==> config.mk <==
export PLATFORM = sky130hd
export DESIGN_NAME = distribute_switch_buf
export DESIGN_NICKNAME = d
export VERILOG_FILES = /design/src/rtl/distribute_pkg.sv /design/src/rtl/distribute_switch_buf_sync_fifo.sv /design/src/rtl/distribute_switch_buf.sv
export SDC_FILE = /design/constraint.sdc
export NUM_CORES = 1
export LEC_CHECK = 0
export BUFFER_PORTS_ARGS = -buffer_cell sky130_fd_sc_hd__buf_4
export CAP_MARGIN = 20
export CORE_MARGIN = 1.5
export CORE_UTILIZATION = 36
export CTS_CLUSTER_DIAMETER = 120
export DETAILED_ROUTE_END_ITERATION = 10
export PLACE_DENSITY = 0.67
export SYNTH_ARGS = -nofsm -noshare
export SYNTH_HDL_FRONTEND = slang
export SYNTH_SLANG_ARGS = --single-unit
==> constraint.sdc <==
create_clock -name clk -period 4.2 [get_ports clk]
set_clock_uncertainty 0.2 [all_clocks]
set_input_delay 0.63 -clock clk [delete_from_list [all_inputs] [get_ports clk]]
set_output_delay 0.63 -clock clk [all_outputs]
set_load 0.02 [all_outputs]
==> src/rtl/distribute_pkg.sv <==
// Shared constants for the distribute switch: drop-counter width, the "no destination"
// mask value and the saturating increment used by the drop counter.
package distribute_pkg;

    localparam int DROP_CNT_W = 16;

    // Wide enough for the largest supported NUM_OUT; users slice it to their width.
    localparam logic [15:0] NA_MASK = '0;

    function automatic logic [DROP_CNT_W-1:0] sat_inc(input logic [DROP_CNT_W-1:0] value);
        return (value == '1) ? value : value + DROP_CNT_W'(1);
    endfunction

endpackage

==> src/rtl/distribute_switch_buf_sync_fifo.sv <==
// Single-clock FIFO for one output channel: power-of-two depth, wrapping pointers,
// explicit occupancy counter and a combinational head read.
module sync_fifo #(
    parameter int DATA_WIDTH = 32,
    parameter int FIFO_DEPTH = 2
) (
    input  logic                  clk,
    input  logic                  rst_n,
    input  logic                  push_i,
    input  logic                  pop_i,
    input  logic [DATA_WIDTH-1:0] data_i,
    output logic                  full_o,
    output logic                  empty_o,
    output logic [DATA_WIDTH-1:0] head_o
);

    localparam int PTR_W = $clog2(FIFO_DEPTH);
    localparam int CNT_W = PTR_W + 1;

    logic [DATA_WIDTH-1:0] mem_q [FIFO_DEPTH];
    logic [PTR_W-1:0]      wr_ptr_q, wr_ptr_d;
    logic [PTR_W-1:0]      rd_ptr_q, rd_ptr_d;
    logic [CNT_W-1:0]      count_q, count_d;
    logic                  do_push;
    logic                  do_pop;

    assign full_o  = (count_q == CNT_W'(FIFO_DEPTH));
    assign empty_o = (count_q == '0);
    assign head_o  = mem_q[rd_ptr_q];

    // A push into a full FIFO is ignored even if it pops the same cycle; the
    // caller never offers one because its ready looks only at registered occupancy.
    assign do_push = push_i & ~full_o;
    assign do_pop  = pop_i & ~empty_o;

    // NOTE: every next-state signal gets a default first so no path can infer a latch.
    always_comb begin
        wr_ptr_d = wr_ptr_q;
        rd_ptr_d = rd_ptr_q;
        count_d  = count_q;
        if (do_push) begin
            wr_ptr_d = wr_ptr_q + PTR_W'(1);
        end
        if (do_pop) begin
            rd_ptr_d = rd_ptr_q + PTR_W'(1);
        end
        case ({do_push, do_pop})
            2'b10:   count_d = count_q + CNT_W'(1);
            2'b01:   count_d = count_q - CNT_W'(1);
            default: count_d = count_q;
        endcase
    end

    // NOTE: sequential state uses non-blocking assignments so all flops update together.
    always_ff @(posedge clk) begin
        if (!rst_n) begin
            wr_ptr_q <= '0;
            rd_ptr_q <= '0;
            count_q  <= '0;
        end else begin
            wr_ptr_q <= wr_ptr_d;
            rd_ptr_q <= rd_ptr_d;
            count_q  <= count_d;
        end
    end

    // NOTE: storage is not reset; an empty FIFO never exposes it because the top zeroes the slice.
    always_ff @(posedge clk) begin
        if (do_push) begin
            mem_q[wr_ptr_q] <= data_i;
        end
    end

endmodule

==> src/rtl/distribute_switch_buf.sv <==
// Multicast switch: one input word is copied into every output FIFO selected by the
// destination mask, all-or-nothing; zero-mask words are counted and discarded.
module distribute_switch_buf
    import distribute_pkg::*;
#(
    parameter int DATA_WIDTH = 32,
    parameter int NUM_OUT    = 2,
    parameter int FIFO_DEPTH = 2
) (
    input  logic                          clk,
    input  logic                          rst_n,
    input  logic                          i_valid,
    input  logic [DATA_WIDTH-1:0]         i_data_bus,
    input  logic [NUM_OUT-1:0]            i_cmd,
    input  logic                          i_en,
    output logic                          o_ready,
    output logic [NUM_OUT-1:0]            o_valid,
    output logic [NUM_OUT*DATA_WIDTH-1:0] o_data_bus,
    input  logic [NUM_OUT-1:0]            i_ready,
    output logic [DROP_CNT_W-1:0]         o_drop_cnt
);

    logic [NUM_OUT-1:0]    fifo_full;
    logic [NUM_OUT-1:0]    fifo_empty;
    logic [NUM_OUT-1:0]    fifo_push;
    logic [NUM_OUT-1:0]    fifo_pop;
    logic [DATA_WIDTH-1:0] fifo_head [NUM_OUT];
    logic                  accept;
    logic [DROP_CNT_W-1:0] drop_cnt_q, drop_cnt_d;

    // Ready depends only on registered fullness of the targeted FIFOs, so a pop in the
    // same cycle cannot open a slot early and there is no input-to-output comb path.
    assign o_ready   = i_en & ~|(i_cmd & fifo_full);
    assign accept    = i_valid & o_ready;
    assign fifo_push = accept ? i_cmd : '0;
    assign fifo_pop  = ~fifo_empty & i_ready;

    for (genvar g = 0; g < NUM_OUT; g++) begin : g_out
        sync_fifo #(
            .DATA_WIDTH(DATA_WIDTH),
            .FIFO_DEPTH(FIFO_DEPTH)
        ) u_fifo (
            .clk    (clk),
            .rst_n  (rst_n),
            .push_i (fifo_push[g]),
            .pop_i  (fifo_pop[g]),
            .data_i (i_data_bus),
            .full_o (fifo_full[g]),
            .empty_o(fifo_empty[g]),
            .head_o (fifo_head[g])
        );

        assign o_valid[g] = ~fifo_empty[g];
        assign o_data_bus[g*DATA_WIDTH +: DATA_WIDTH] =
            fifo_empty[g] ? '0 : fifo_head[g];
    end

    always_comb begin
        drop_cnt_d = drop_cnt_q;
        if (accept && (i_cmd == NA_MASK[NUM_OUT-1:0])) begin
            drop_cnt_d = sat_inc(drop_cnt_q);
        end
    end

    always_ff @(posedge clk) begin
        if (!rst_n) begin
            drop_cnt_q <= '0;
        end else begin
            drop_cnt_q <= drop_cnt_d;
        end
    end

    assign o_drop_cnt = drop_cnt_q;

endmodule

==> flow_metrics.tcl <==
set metrics [dict create \
    status "complete, no violations" \
    internal_power_w 0.002951 \
    synthToLayoutAreaGrowth_pct 28.53 \
    dr.pass1.iters 4 \
    use_met3_pct 3.653 \
    nNetsFinal 595 \
    hold_violations 0 \
    synth_fp_nets 472 \
    ir_drop_mv 0.2830 \
    diodes 0 \
    rsz0062_at_grt "false" \
    die_width_um 133.3 \
    die-area_um2 17770 \
    rr_worst_depth 6 \
    first_iter_violations 199 \
    synth-edff-count 128 \
    core_region_area_um2 16580 \
    slew_headroom_pct 30.43 \
    wirelength_mm 13.09 \
    routedWlPerCell_um 16.68 \
    worst_setup_path_start_kind "flop" \
    worstPathMaxFanout 32 \
    p_switching_w 0.001094 \
    gp_congestion 0.8455 \
    fmax_mhz 345.2 \
    rows 47 \
    io_buffers 122 \
    hold_depth 1 \
    instances_no_fill 785 \
    post_cts_resized 0 \
    clock_sinks 154 \
    synth.distinct_cells 38 \
    cap_violations 0 \
    viasPerCell 4.880 \
    yosysWarnings 0 \
    hpwl_mm 8.846 \
    clock_latency_ns 0.42 \
    min_from "i_data_bus[24]" \
    netlist_area_um2 6113 \
    async_flop_share_pct 0 \
    grt_usage_pct 15.03 \
    cts_hold_buffers 0 \
    tightest_slew_ns 1.044 \
    antenna_found_initial 0 \
    final_common_cell "edfxtp_1" \
    start_util_pct 36.86 \
    pwr-share-seq_pct 44.5 \
    ios 123 \
    dp_cells 753 \
    grt_max_degree 34 \
    numCtsBuffers 17 \
    dieHeight_um 133.3 \
    seq_area_frac_synth_pct 71.39 \
    setup_viol 0 \
    rr_endpoint "g_out[0].u_fifo.count_q[1]" \
    met1_usage_pct 18.29 \
    grt-ovfl-total 0 \
    cts_buffer_depth 2 \
    hold_path_class "in2reg" \
    r2r_setup_slack_ns 1.62 \
    switching_share_pct 27.05 \
    r2r-start "g_out[0].u_fifo.count_q[1]" \
    slew_viol_final 0 \
    total_power_w 0.004045 \
    path_clk_slew_ns 0.06 \
    root_buffer "clkbuf_16" \
    cp_data_required_time_ns 3.37 \
    use_met2_pct 25.30 \
    cp.arrival_ns 2.07 \
    finalWorstSetupSlack_ns 1.303 \
    crit_type "reg2out" \
    drive_gt1_share_pct 29.20 \
    ant_nets 0 \
    h-tree-depth 4 \
    hold_slack_ns 0.2114 \
    power_density_nw_per_um2 514.8 \
    grt_pass1_wl_mm 20.30 \
    post_cts_buffers 0 \
    netlist_instances 429 \
    cts_tree "done" \
    dp_slack_ns 1.351 \
    busiest_layer "met2" \
    min_to "g_out[0].u_fifo.mem_q[1][24]" \
    synth-seq-cells 154 \
    synth_area_per_cell_um2 14.25 \
    ys.flop_type "edfxtp_1" \
    finalSetupTns_ns 0 \
    drc_errors 0 \
    power_frac_comb_pct 19.6 \
    vias 3831 \
    critPathCaptureType "output port" \
    grt_pass1_vias 3822 \
    layout_common_cells "128 x edfxtp_1, 122 x buf_4, 72 x nor2_1, 69 x mux2i_1, 24 x dfxtp_1" \
    pwr-share-clk_pct 35.9 \
    cellLeakagePower_nw 2.815 \
    period_needed_ns 2.897 \
    min_period_over_period_pct 68.98 \
]
==> final cells by class <==
cell class                 count  area (um^2)
fill                        1480         8726
sequential                   154         4367
multi-input combinational    249         1689
timing repair buffer         122        915.9
clock buffer                  28        558.0
tap                          220        275.3
inverter                       8        30.03
clock inverter                 4        22.52
==> how the worst max path moves through the flow <==
| stage | end | slack, ns | depth (start not counted) |
|---|---|---|---|
| 2_1_floorplan | g_out[1].u_fifo.mem_q[0][0] | 1.03 | 4 |
| 3_3_place_gp | g_out[1].u_fifo.mem_q[0][21] | 1.41 | 5 |
| 3_5_place_dp | g_out[1].u_fifo.mem_q[0][21] | 1.35 | 5 |
| 4_1_cts | o_data_bus[31] | 1.21 | 3 |
| 5_1_grt | o_data_bus[8] | 1.14 | 3 |
| 6_report | o_data_bus[8] | 1.30 | 3 |
==> power groups by stage <==
stage                     registers, W  logic (W)  clock network [W]
after floorplan                0.00176   0.000510                  0
after global placement         0.00183   0.000793                  0
after detailed placement       0.00183   0.000806                  0
after CTS                      0.00180   0.000809            0.00148
after global routing           0.00181   0.000854            0.00155
final                          0.00180   0.000792            0.00145
==> metrics by stage <==
stage	utilization, %	cell area (um^2)
after floorplan	-	6113
after detailed placement	43.88	7277
after global placement	43.88	7277
final	47.38	7858
after global routing	47.38	7858
after CTS	47.38	7858
==> flip-flops by register name, indices dropped and copies added, names as in the netlist, named ones only <==
name                   cells
g_out.u_fifo.count_q       4
g_out.u_fifo.wr_ptr_q      2
g_out.u_fifo.rd_ptr_q      2
g_out.u_fifo.mem_q       128
o_drop_cnt                16
==> synthesized netlist by cell type, types with 2 or more instances <==
| library cell | n | area share (%) |
|---|---|---|
| edfxtp_1 | 128 | 63 |
| nor2_1 | 77 | 4.7 |
| mux2i_1 | 69 | 11 |
| dfxtp_1 | 26 | 8.5 |
| nand2_1 | 14 | 0.86 |
| a21oi_1 | 12 | 0.98 |
| clkbuf_1 | 11 | 0.68 |
| and2_1 | 8 | 0.82 |
| inv_1 | 8 | 0.49 |
| o21ai_0 | 7 | 0.57 |
| buf_1 | 6 | 0.37 |
| nand4_1 | 6 | 0.61 |
| or3_1 | 6 | 0.61 |
| o31ai_1 | 5 | 0.61 |
| or4_1 | 5 | 0.61 |
| nand2b_1 | 4 | 0.41 |
| xnor2_1 | 4 | 0.57 |
| xor2_1 | 4 | 0.57 |
| ha_1 | 3 | 0.61 |
| nand3_1 | 3 | 0.25 |
| nor3_1 | 3 | 0.25 |
| and3_1 | 2 | 0.20 |
| nand4b_1 | 2 | 0.29 |
| nor4_1 | 2 | 0.20 |
==> critical path, cell delays in order (launching register included) <==
cell,delay [ns]
dfxtp_2,1.02
mux2i_1,0.36
nor2_1,0.08
buf_4,0.20
==> routing by layer <==
layer  vias to the layer above  wire [um]
li1                       1830          -
met1                      1863       5631
met2                       116       6512
met3                        22        670
met4                         0        277
met5                         -          0
==> cell families after synthesis <==
logic type,count (synthesis),synth area share (%)
AOI/OAI and AO/OA,29,2.825
muxes,69,11.30
xor gates and xnor gates,8,1.146
DFF,154,71.39
adders and majority gates,3,0.6141
and+or+nand+nor,140,11.11
buffers and inverters,26,1.617
(Power assumes the default switching activity.)
